[src/rtl/tri_pipe_scheduler_if.sv]
// Frame-control and stage-handshake bundle between the GPU top level and the
// triangle pipeline scheduler.
interface tri_pipe_scheduler_if #(
   parameter int unsigned MADDR_WIDTH = 32,
   parameter int unsigned COUNT_WIDTH = 32,
   parameter int unsigned STAGES      = 3
);
   logic                   frame_start;
   logic                   abort;
   logic [COUNT_WIDTH-1:0] triangles_count;
   logic [MADDR_WIDTH-1:0] base_addr_vertex;
   logic [MADDR_WIDTH-1:0] base_addr_color;
   logic [STAGES-1:0]      stage_done;
   logic                   irq_clear;

   logic [STAGES-1:0]      stage_start;
   logic [STAGES-1:0]      stage_valid;
   logic                   advance;
   logic [MADDR_WIDTH-1:0] addr_vertex;
   logic [MADDR_WIDTH-1:0] addr_color;
   logic [COUNT_WIDTH-1:0] issued;
   logic [COUNT_WIDTH-1:0] retired;
   logic                   busy;
   logic                   frame_end;
   logic                   irq;

   modport master (
      output frame_start, abort, triangles_count, base_addr_vertex, base_addr_color,
             stage_done, irq_clear,
      input  stage_start, stage_valid, advance, addr_vertex, addr_color, issued, retired,
             busy, frame_end, irq
   );

   modport slave (
      input  frame_start, abort, triangles_count, base_addr_vertex, base_addr_color,
             stage_done, irq_clear,
      output stage_start, stage_valid, advance, addr_vertex, addr_color, issued, retired,
             busy, frame_end, irq
   );
endinterface

[src/rtl/tri_pipe_scheduler.sv]
// Occupancy-tracking scheduler that moves a frame of triangles through STAGES
// compute stages and generates per-triangle vertex/color addresses.
module tri_pipe_scheduler #(
   parameter int unsigned MADDR_WIDTH   = 32,
   parameter int unsigned COUNT_WIDTH   = 32,
   parameter int unsigned STAGES        = 3,
   parameter int unsigned VERTEX_STRIDE = 18,
   parameter int unsigned COLOR_STRIDE  = 2
) (
   input logic                 clk,
   input logic                 reset_n,
   tri_pipe_scheduler_if.slave bus
);
   localparam logic [MADDR_WIDTH-1:0] VStride = MADDR_WIDTH'(VERTEX_STRIDE);
   localparam logic [MADDR_WIDTH-1:0] CStride = MADDR_WIDTH'(COLOR_STRIDE);

   typedef enum logic [0:0] {StIdle, StRun} state_e;

   state_e                 state_q;
   logic [COUNT_WIDTH-1:0] count_q;
   logic [COUNT_WIDTH-1:0] issued_q;
   logic [COUNT_WIDTH-1:0] retired_q;
   logic [MADDR_WIDTH-1:0] addr_vertex_q;
   logic [MADDR_WIDTH-1:0] addr_color_q;
   logic [STAGES-1:0]      valid_q;
   logic [STAGES-1:0]      done_seen_q;
   logic [STAGES-1:0]      stage_start_q;
   logic                   frame_end_q;
   logic                   irq_q;

   logic [STAGES-1:0]      ready;
   logic [STAGES-1:0]      valid_next;
   logic                   advance;
   logic                   issue;

   // An empty stage is always ready, so fill and drain never stall.
   always_comb begin
      ready         = ~valid_q | done_seen_q | bus.stage_done;
      advance       = (state_q == StRun) && !bus.abort && (&ready);
      issue         = issued_q < count_q;
      valid_next    = valid_q << 1;
      valid_next[0] = issue;
   end

   always_ff @(posedge clk or negedge reset_n) begin
      if (!reset_n) begin
         state_q       <= StIdle;
         count_q       <= '0;
         issued_q      <= '0;
         retired_q     <= '0;
         addr_vertex_q <= '0;
         addr_color_q  <= '0;
         valid_q       <= '0;
         done_seen_q   <= '0;
         stage_start_q <= '0;
         frame_end_q   <= 1'b0;
         irq_q         <= 1'b0;
      end else begin
         stage_start_q <= '0;
         frame_end_q   <= 1'b0;
         if (bus.irq_clear) begin
            irq_q <= 1'b0;
         end
         if (bus.abort) begin
            state_q     <= StIdle;
            valid_q     <= '0;
            done_seen_q <= '0;
         end else begin
            unique case (state_q)
               StIdle: begin
                  if (bus.frame_start) begin
                     count_q       <= bus.triangles_count;
                     issued_q      <= '0;
                     retired_q     <= '0;
                     addr_vertex_q <= bus.base_addr_vertex;
                     addr_color_q  <= bus.base_addr_color;
                     if (bus.triangles_count == '0) begin
                        frame_end_q <= 1'b1;
                        irq_q       <= 1'b1;
                     end else begin
                        state_q <= StRun;
                     end
                  end
               end
               StRun: begin
                  if (advance) begin
                     valid_q       <= valid_next;
                     stage_start_q <= valid_next;
                     done_seen_q   <= '0;
                     if (valid_q[STAGES-1]) begin
                        retired_q <= retired_q + COUNT_WIDTH'(1);
                     end
                     if (issue) begin
                        issued_q <= issued_q + COUNT_WIDTH'(1);
                        // The first triangle of a frame sits at the latched bases.
                        if (issued_q != '0) begin
                           addr_vertex_q <= addr_vertex_q + VStride;
                           addr_color_q  <= addr_color_q + CStride;
                        end
                     end
                     if (valid_next == '0) begin
                        state_q     <= StIdle;
                        frame_end_q <= 1'b1;
                        irq_q       <= 1'b1;
                     end
                  end else begin
                     done_seen_q <= done_seen_q | (bus.stage_done & valid_q);
                  end
               end
               default: state_q <= StIdle;
            endcase
         end
      end
   end

   assign bus.stage_start = stage_start_q;
   assign bus.stage_valid = valid_q;
   assign bus.advance     = advance;
   assign bus.addr_vertex = addr_vertex_q;
   assign bus.addr_color  = addr_color_q;
   assign bus.issued      = issued_q;
   assign bus.retired     = retired_q;
   assign bus.busy        = (state_q == StRun);
   assign bus.frame_end   = frame_end_q;
   assign bus.irq         = irq_q;
endmodule

[src/flat_wrapper.sv]
// flat-port wrapper written by rule: the top's interface ports become plain ports
module tri_pipe_scheduler_flat 
#(
   parameter int unsigned MADDR_WIDTH   = 32,
   parameter int unsigned COUNT_WIDTH   = 32,
   parameter int unsigned STAGES        = 3,
   parameter int unsigned VERTEX_STRIDE = 18,
   parameter int unsigned COLOR_STRIDE  = 2
)
  (clk, reset_n, bus_frame_start, bus_abort, bus_triangles_count, bus_base_addr_vertex, bus_base_addr_color, bus_stage_done, bus_irq_clear, bus_stage_start, bus_stage_valid, bus_advance, bus_addr_vertex, bus_addr_color, bus_issued, bus_retired, bus_busy, bus_frame_end, bus_irq);
  tri_pipe_scheduler_if #(.MADDR_WIDTH(MADDR_WIDTH), .COUNT_WIDTH(COUNT_WIDTH), .STAGES(STAGES)) bus_i ();
  input logic clk;
  input logic reset_n;
  input wire logic [$bits(bus_i.frame_start)-1:0] bus_frame_start;
  input wire logic [$bits(bus_i.abort)-1:0] bus_abort;
  input wire logic [$bits(bus_i.triangles_count)-1:0] bus_triangles_count;
  input wire logic [$bits(bus_i.base_addr_vertex)-1:0] bus_base_addr_vertex;
  input wire logic [$bits(bus_i.base_addr_color)-1:0] bus_base_addr_color;
  input wire logic [$bits(bus_i.stage_done)-1:0] bus_stage_done;
  input wire logic [$bits(bus_i.irq_clear)-1:0] bus_irq_clear;
  output wire logic [$bits(bus_i.stage_start)-1:0] bus_stage_start;
  output wire logic [$bits(bus_i.stage_valid)-1:0] bus_stage_valid;
  output wire logic [$bits(bus_i.advance)-1:0] bus_advance;
  output wire logic [$bits(bus_i.addr_vertex)-1:0] bus_addr_vertex;
  output wire logic [$bits(bus_i.addr_color)-1:0] bus_addr_color;
  output wire logic [$bits(bus_i.issued)-1:0] bus_issued;
  output wire logic [$bits(bus_i.retired)-1:0] bus_retired;
  output wire logic [$bits(bus_i.busy)-1:0] bus_busy;
  output wire logic [$bits(bus_i.frame_end)-1:0] bus_frame_end;
  output wire logic [$bits(bus_i.irq)-1:0] bus_irq;
  assign bus_i.frame_start = bus_frame_start;
  assign bus_i.abort = bus_abort;
  assign bus_i.triangles_count = bus_triangles_count;
  assign bus_i.base_addr_vertex = bus_base_addr_vertex;
  assign bus_i.base_addr_color = bus_base_addr_color;
  assign bus_i.stage_done = bus_stage_done;
  assign bus_i.irq_clear = bus_irq_clear;
  assign bus_stage_start = bus_i.stage_start;
  assign bus_stage_valid = bus_i.stage_valid;
  assign bus_advance = bus_i.advance;
  assign bus_addr_vertex = bus_i.addr_vertex;
  assign bus_addr_color = bus_i.addr_color;
  assign bus_issued = bus_i.issued;
  assign bus_retired = bus_i.retired;
  assign bus_busy = bus_i.busy;
  assign bus_frame_end = bus_i.frame_end;
  assign bus_irq = bus_i.irq;
  tri_pipe_scheduler #(.MADDR_WIDTH(MADDR_WIDTH), .COUNT_WIDTH(COUNT_WIDTH), .STAGES(STAGES), .VERTEX_STRIDE(VERTEX_STRIDE), .COLOR_STRIDE(COLOR_STRIDE)) u_core (.clk(clk), .reset_n(reset_n), .bus(bus_i));
endmodule
[config.mk]
export PLATFORM = sky130hd
export DESIGN_NAME = tri_pipe_scheduler_flat
export DESIGN_NICKNAME = d
export VERILOG_FILES = /design/src/rtl/tri_pipe_scheduler_if.sv /design/src/rtl/tri_pipe_scheduler.sv /design/src/flat_wrapper.sv
export SDC_FILE = /design/constraint.sdc
export NUM_CORES = 1
export LEC_CHECK = 0
export BUFFER_PORTS_ARGS = -buffer_cell sky130_fd_sc_hd__buf_4
export CAP_MARGIN = 20
export CORE_MARGIN = 2
export CORE_UTILIZATION = 40
export DETAILED_ROUTE_END_ITERATION = 6
export SLEW_MARGIN = 20
export SYNTH_ARGS = -nofsm -noshare
export SYNTH_HDL_FRONTEND = slang
export SYNTH_SLANG_ARGS = --single-unit
[constraint.sdc]
create_clock -name clk -period 7.01 [get_ports clk]
set_input_delay 0 -clock clk [delete_from_list [all_inputs] [get_ports clk]]
set_output_delay 0 -clock clk [all_outputs]
set_load 0.005 [all_outputs]
==> flow_metrics.tcl, run 1 <==
set metrics [dict create \
    setup_tns_ns 0 \
    antenna_found_initial 1 \
    synthArstFlopShare_pct 100 \
    grt_first_pass_wirelength_mm 52.8 \
    synth_area_mm2 0.00976 \
    crit_chain "inv_2, nand3_2, buf_4, a2bb2oi_1, and4_1, a21boi_2, a311oi_1, o21a_1" \
    critPathLaunchType "register" \
    avgSynthCellArea_um2 8.85 \
    routabilityCongestion 0.838 \
    slowest_stage "a2bb2oi_1" \
    synth_nets 1243 \
    die_h_um 160 \
    yosysMostFrequentCell "dfrtp_1" \
    synth-seq-cells 172 \
    maxSlewHeadroom_pct 27.5 \
    drt_iter0_drc 607 \
    p_leak_nw 6.09 \
    post-synth-top-area-cell "dfrtp_1" \
    dp.cells 1627 \
    grt.overflow.total 0 \
    drtAntennaViolNets 0 \
    area_growth_pct 39.2 \
    clk_pin_slew_worst_paths_ns 0.06 \
    start_util_pct 40.5 \
    hpwl_mm 22.5 \
    synthCells 1103 \
    wirelength_mm 32.7 \
    cp.required_ns 7.32 \
    ios 242 \
    period_share_pct 55.4 \
    gr-usage-all-layers_pct 25.6 \
    hold_class "in -> reg" \
    p_per_area_mw_per_mm2 247 \
    die_w_um 160 \
    worst_slew_pin_slew_ns 1.08 \
    yosysTopAreaCellShare_pct 44.1 \
    cp_max_fo 41 \
    maxSlewViolCount 0 \
    clock_sinks 172 \
    drc 0 \
    dr_total_vias 9867 \
    status "finished clean" \
    critPathMaxStageDelay_ns 0.87 \
    critPathCaptureType "register" \
    final_layout_size_suffix_gt1_share_pct 22.1 \
    cts-root-buf "clkbuf_16" \
    cts_buffers 17 \
    num-nets-final 1564 \
    clock_latency_ns 0.43 \
    yosysUniqueCellTypes 76 \
    ys_warn_count 0 \
    rsz0062_at_grt "no" \
    ir_drop_mv 0.135 \
    max_freq_mhz 258 \
    finalHoldViolCount 0 \
    core_mm2 0.0241 \
    setup_violations 0 \
    portBuffers 241 \
    grt_max_degree 84 \
    ys_seq_area_share_pct 44.1 \
    dr.pass1.iters 5 \
    cts_tree "yes" \
    pre_cts_slack_ns 3.11 \
    utilization_pct 56.4 \
    fin_crit_ns 3.88 \
    fill_cells 2224 \
    finalPower_w 0.00336 \
    cp.arrival_ns 4.19 \
    netlist_top_cells_area "dfrtp_1 (44%), nand2_1 (5.2%), ha_1 (4.6%), o21ai_0 (3.9%), a21oi_1 (3.6%)" \
    fin_ws_ns 3.13 \
    cts_buffer_depth 2 \
    die_area_mm2 0.0257 \
    via_per_inst 5.60 \
    fp-row-count 57 \
    cts-resized-gates 0 \
    synth_edf_count 0 \
    htreeDepth 4 \
    synthFlopType "dfrtp_1" \
    synth_common_cells "dfrtp_1 (172), nand2_1 (135), nor2_1 (86)" \
    stdcell_count 1762 \
    cap_violations 0 \
    worstSetupPathType "reg -> reg" \
    grt_pass1_vias 9616 \
    finalClockSkew_ns 0.0189 \
    routedWlPerCell_um 18.5 \
]
## critical path: cells and delay by family, from the launching register on
family / cells / cell delay, ns
AO/OA/AOI/OAI: 4 / 2.06
buffers and inverters: 2 / 0.87
AND/OR/NAND/NOR: 2 / 0.44
flip-flops: 1 / 0.40
## cell families after synthesis
kind of cell    count (synthesis)  synth area share, %
buf+inv                       111                 4.34
simple gates                  459                 24.0
compound gates                293                 20.0
fa+ha+maj                      36                 4.61
xor+xnor                       26                 2.33
flops                         172                 44.1
mux                             6                0.615
## registers in the layout (all words and copies together) (netlist names)
signal                  count
u_core.bus.irq              1
u_core.bus.addr_color      32
u_core.bus.busy             1
u_core.count_q             32
u_core.bus.issued          32
u_core.bus.addr_vertex     32
u_core.bus.stage_valid      3
u_core.done_seen_q          3
u_core.bus.stage_start      3
u_core.bus.frame_end        1
u_core.bus.retired         32
## report_power, final
part / internal (W) / switching [W] / total, W
clock network: 0.000679 / 0.000435 / 0.00111
registers: 0.00116 / 0.000238 / 0.00140
logic: 0.000439 / 0.000411 / 0.000850
total: 0.00228 / 0.00108 / 0.00336
## cells in the final DEF (no fill, tap or decap), types with 13 or more instances in the layout
| master | count |
|---|---|
| buf_4 | 251 |
| dfrtp_1 | 171 |
| nand2_1 | 135 |
| dlygate4sd3_1 | 102 |
| nor2_1 | 85 |
| o21ai_0 | 76 |
| a21oi_1 | 71 |
| inv_1 | 58 |
| nand3_1 | 49 |
| ha_1 | 36 |
| nand4_1 | 35 |
| nor3_1 | 33 |
| nor4_1 | 22 |
| or3_1 | 20 |
| clkbuf_16 | 17 |
| and3_1 | 14 |
| xnor2_1 | 13 |
| xor2_1 | 13 |
## metal layers
| metal | vias up | part of all wire [%] | global-route usage, % |
|---|---|---|---|
| li1 | 4729 | - | - |
| met1 | 4832 | 45 | 35.0 |
| met2 | 290 | 47 | 42.1 |
| met3 | 16 | 6.8 | 6.05 |
| met4 | 0 | 0.81 | 4.46 |
| met5 | - | 0 | 0 |
## stage by stage
| stage | area [um^2] | hold WS (ns) |
|---|---|---|
| floorplan | 9760 | -0.296 |
| CTS | 13600 | 0.0488 |
| detailed placement | 11900 | -0.00691 |
| global placement | 11900 | -0.00649 |
| global route | 13600 | 0.0983 |
| finish | 13600 | 0.0705 |
## final cells by class
| class | count | area (um^2) | area share, % |
|---|---|---|---|
| antenna | 1 | 2.50 | 0.0184 |
| clock buffer | 18 | 429 | 3.16 |
| clock inverter | 14 | 251 | 1.85 |
| inverter | 59 | 221 | 1.63 |
| multi-input combinational | 820 | 5060 | 37.2 |
| sequential | 172 | 4310 | 31.7 |
| tap | 324 | 405 | 2.98 |
| timing repair buffer | 354 | 2920 | 21.5 |
## timing repair
item,in CTS,in global routing
endpoints found under the hold margin,152,0
setup buffers,0,0
hold buffers,102,0
## worst paths after layout
| path | start | to | slack (ns) | cells past startpoint |
|---|---|---|---|---|
| worst max-delay path | u_core.bus.busy$_DFF_PN0_ | u_core.bus.addr_vertex[22]$_DFFE_PN0P_ | 3.13 | 8 |
| worst min-delay path | bus_base_addr_vertex[22] | u_core.bus.addr_vertex[22]$_DFFE_PN0P_ | 0.07 | 4 |
| worst max register to register | u_core.bus.busy$_DFF_PN0_ | u_core.bus.addr_vertex[22]$_DFFE_PN0P_ | 3.13 | 8 |
| worst min register to register | u_core.bus.addr_vertex[0]$_DFFE_PN0P_ | u_core.bus.addr_vertex[0]$_DFFE_PN0P_ | 0.50 | 2 |
| max in group asynchronous | reset_n | u_core.bus.busy$_DFF_PN0_ | 5.54 | 3 |
| min in group asynchronous | reset_n | u_core.bus.addr_vertex[14]$_DFFE_PN0P_ | 0.09 | 2 |
Note: power is estimated with default switching activity, not from simulation.
==> inputs of run 2 (changes only) <==
- ABC_AREA: default -> 1
- clock period: 7.01 -> 3.6 ns (I/O delays scaled with it)
==> run 2 against run 1 <==
- flip-flop and latch count unchanged
- maximum frequency grew 41%
- via count increased by 27%
==> flow_metrics.tcl, run 2 <==
set metrics [dict create \
    synth_area_mm2 0.0116 \
    dr_total_vias 12500 \
    post-synth-top-area-cell "dfrtp_1" \
    finalClockSkew_ns 0.0110 \
    hpwl_mm 27.1 \
    grt.overflow.total 0 \
    status "finished clean" \
    htreeDepth 4 \
    setup_tns_ns 0 \
    period_share_pct 76.7 \
    worst_slew_pin_slew_ns 0.863 \
    antenna_found_initial 0 \
    critPathLaunchType "register" \
    crit_chain "ha_1, a21oi_1, nor2_1, nor3_1, nand2_1, nand2_1, nand2_1, nand2_1, nand2_1, nand2_2, buf_4, nand4_1, nand2_1" \
    dr.pass1.iters 5 \
    maxSlewViolCount 0 \
    maxSlewHeadroom_pct 42.4 \
    cts-resized-gates 0 \
    routedWlPerCell_um 15.7 \
    avgSynthCellArea_um2 6.80 \
    synth_common_cells "nand2_1 (643), dfrtp_1 (172), nor2_1 (150)" \
    grt_pass1_vias 11900 \
    fill_cells 2750 \
    die_area_mm2 0.0305 \
    synthCells 1711 \
    drc 0 \
    rsz0062_at_grt "no" \
    layout_commonest_cell "nand2_1" \
    die_w_um 175 \
    design_area_mm2 0.0155 \
    fin_crit_ns 2.76 \
    worstSetupPathType "reg -> reg" \
    final_layout_size_suffix_gt1_share_pct 16.5 \
    cts_tree "yes" \
    cap_violations 0 \
    p_per_area_mw_per_mm2 469 \
    critPathCaptureType "register" \
    internal_power_w 0.00454 \
    cts_buffer_depth 2 \
    cp.required_ns 3.97 \
    max_freq_mhz 362 \
    cts-root-buf "clkbuf_16" \
    slowest_stage "buf_4" \
    core_mm2 0.0287 \
    routabilityCongestion 0.907 \
    switching_share_pct 37.4 \
    hold_depth 4 \
    synth_nets 1851 \
    ys_warn_count 0 \
    gr-usage-all-layers_pct 25.0 \
    comb_power_share_pct 31.8 \
    synth-seq-cells 172 \
    drt_iter0_drc 919 \
    dp.cells 2291 \
    antenna_cells 0 \
    area_growth_pct 32.9 \
    hold_class "in -> reg" \
    pre_cts_slack_ns 0.850 \
    drtAntennaViolNets 0 \
    pwr-share-seq_pct 40.9 \
    yosysMostFrequentCell "nand2_1" \
    power.switching_w 0.00271 \
    cp.arrival_ns 3.13 \
    fp-row-count 62 \
    netlist_top_cells_area "dfrtp_1 (37%), nand2_1 (21%), nand4_1 (4.8%), nor2_1 (4.8%), inv_1 (4.5%)" \
    clock_latency_ns 0.44 \
    p_leak_nw 7.34 \
    setup_violations 0 \
    clock_sinks 172 \
    grt_max_degree 85 \
    die_h_um 175 \
    grt_first_pass_wirelength_mm 61.7 \
    ios 242 \
    stdcell_count 2426 \
    yosysUniqueCellTypes 42 \
    cp_max_fo 62 \
    ir_drop_mv 0.282 \
    cts_buffers 17 \
    crit_top_cell "nand2_1" \
    synthArstFlopShare_pct 100 \
    synth_edf_count 0 \
    utilization_pct 53.9 \
    yosysTopAreaCellShare_pct 37.0 \
    start_util_pct 40.5 \
    placed_area_mm2 0.0138 \
    via_per_inst 5.15 \
    ys_seq_area_share_pct 37.0 \
    p_clk_share_pct 27.3 \
    finalHoldViolCount 0 \
    synthFlopType "dfrtp_1" \
    fin_ws_ns 0.840 \
    wirelength_mm 38.1 \
    num-nets-final 2169 \
    portBuffers 241 \
    worstRegToRegCells 13 \
    critPathMaxStageDelay_ns 0.58 \
    clk_pin_slew_worst_paths_ns 0.07 \
    mostFrequentLayoutCells "nand2_1 (642), buf_4 (255), dfrtp_1 (171)" \
]
==> run 2: cell types whose count changed after synthesis, sizes merged, moves of 14 or more <==
| cell | before | now |
|---|---|---|
| a21oi | 71 | 30 |
| and3 | 15 | 1 |
| buf | 8 | 33 |
| clkbuf | 44 | 29 |
| inv | 59 | 145 |
| nand2 | 135 | 647 |
| nand4 | 36 | 90 |
| nor2 | 86 | 153 |
| nor3 | 33 | 69 |
| o21ai | 78 | 102 |
| or2 | 5 | 27 |
| or3 | 21 | 1 |
| xor2 | 13 | 45 |
==> run 2: routing by layer <==
layer	vias up	global-route usage, %	part of all wire (%)
met2	395	41.1	46
met3	39	3.65	5.6
li1	6196	-	-
met4	0	6.81	1.6
met1	5852	34.4	47
met5	-	0	0
==> run 2: cells by family (layout without fill, tap and decap cells) <==
family                   count (synthesis)  in the layout  synth area share, %
AND/OR/NAND/NOR                       1076           1076                 40.0
buffers and inverters                  207            538                 7.03
flip-flops                             172            172                 37.0
AO/OA/AOI/OAI                          157            157                 7.33
XOR/XNOR                                63             63                 4.74
adder cells (fa/ha/maj)                 36             36                 3.87
==> run 2: per-stage QoR <==
step,hold WS (ns),total power (W)
3_3_place_gp,0.108,0.00516
3_5_place_dp,0.108,0.00521
4_1_cts,0.0120,0.00729
5_1_grt,0.0576,0.00774
6_report,0.0468,0.00725
2_1_floorplan,-0.296,0.00405
==> run 2: path summary, 6_finish.rpt <==
kind / from / to / slack, ns
setup reg to reg: u_core.bus.issued[5]$_DFFE_PN0P_ / u_core.bus.addr_color[12]$_DFFE_PN0P_ / 0.84
max in group asynchronous: reset_n / u_core.bus.issued[28]$_DFFE_PN0P_ / 2.42
setup / recovery: u_core.bus.issued[5]$_DFFE_PN0P_ / u_core.bus.addr_color[12]$_DFFE_PN0P_ / 0.84
hold / removal: bus_abort / u_core.done_seen_q[0]$_DFFE_PN0N_ / 0.05
hold reg to reg: u_core.bus.addr_color[0]$_DFFE_PN0P_ / u_core.bus.addr_color[0]$_DFFE_PN0P_ / 0.50
min in group asynchronous: reset_n / u_core.bus.addr_color[16]$_DFFE_PN0P_ / 0.15
==> run 2: area by class of cell <==
cell class	count	area, um^2	area share (%)
inverters	145	546	3.53
clock inverters	12	164	1.06
flip-flops and latches	172	4310	27.8
clock buffers	20	437	2.82
repair buffers	361	3000	19.4
well taps	384	480	3.11
multi-input cells	1332	6530	42.2
==> run 2: power by group through the flow <==
stage	clock, W	sequential [W]	combinational, W
final	0.00198	0.00297	0.00230
after global routing	0.00208	0.00304	0.00262
after floorplan	0	0.00283	0.00122
after CTS	0.00201	0.00297	0.00232
after global placement	0	0.00298	0.00218
after detailed placement	0	0.00300	0.00222
==> run 2: worst max-delay path, delay by kind of cell, from the launching register on <==
family | cells | cell delay, ns
AOI/OAI and AO/OA | 1 | 0.13
DFF | 1 | 0.48
adders and majority gates | 1 | 0.36
buffers and inverters | 1 | 0.58
and+or+nand+nor | 10 | 1.09
==> run 2: repair_timing <==
action / in CTS / in global routing
buffers inserted: 0 / 0
hold endpoints to repair: 183 / 0
hold buffers: 103 / 0
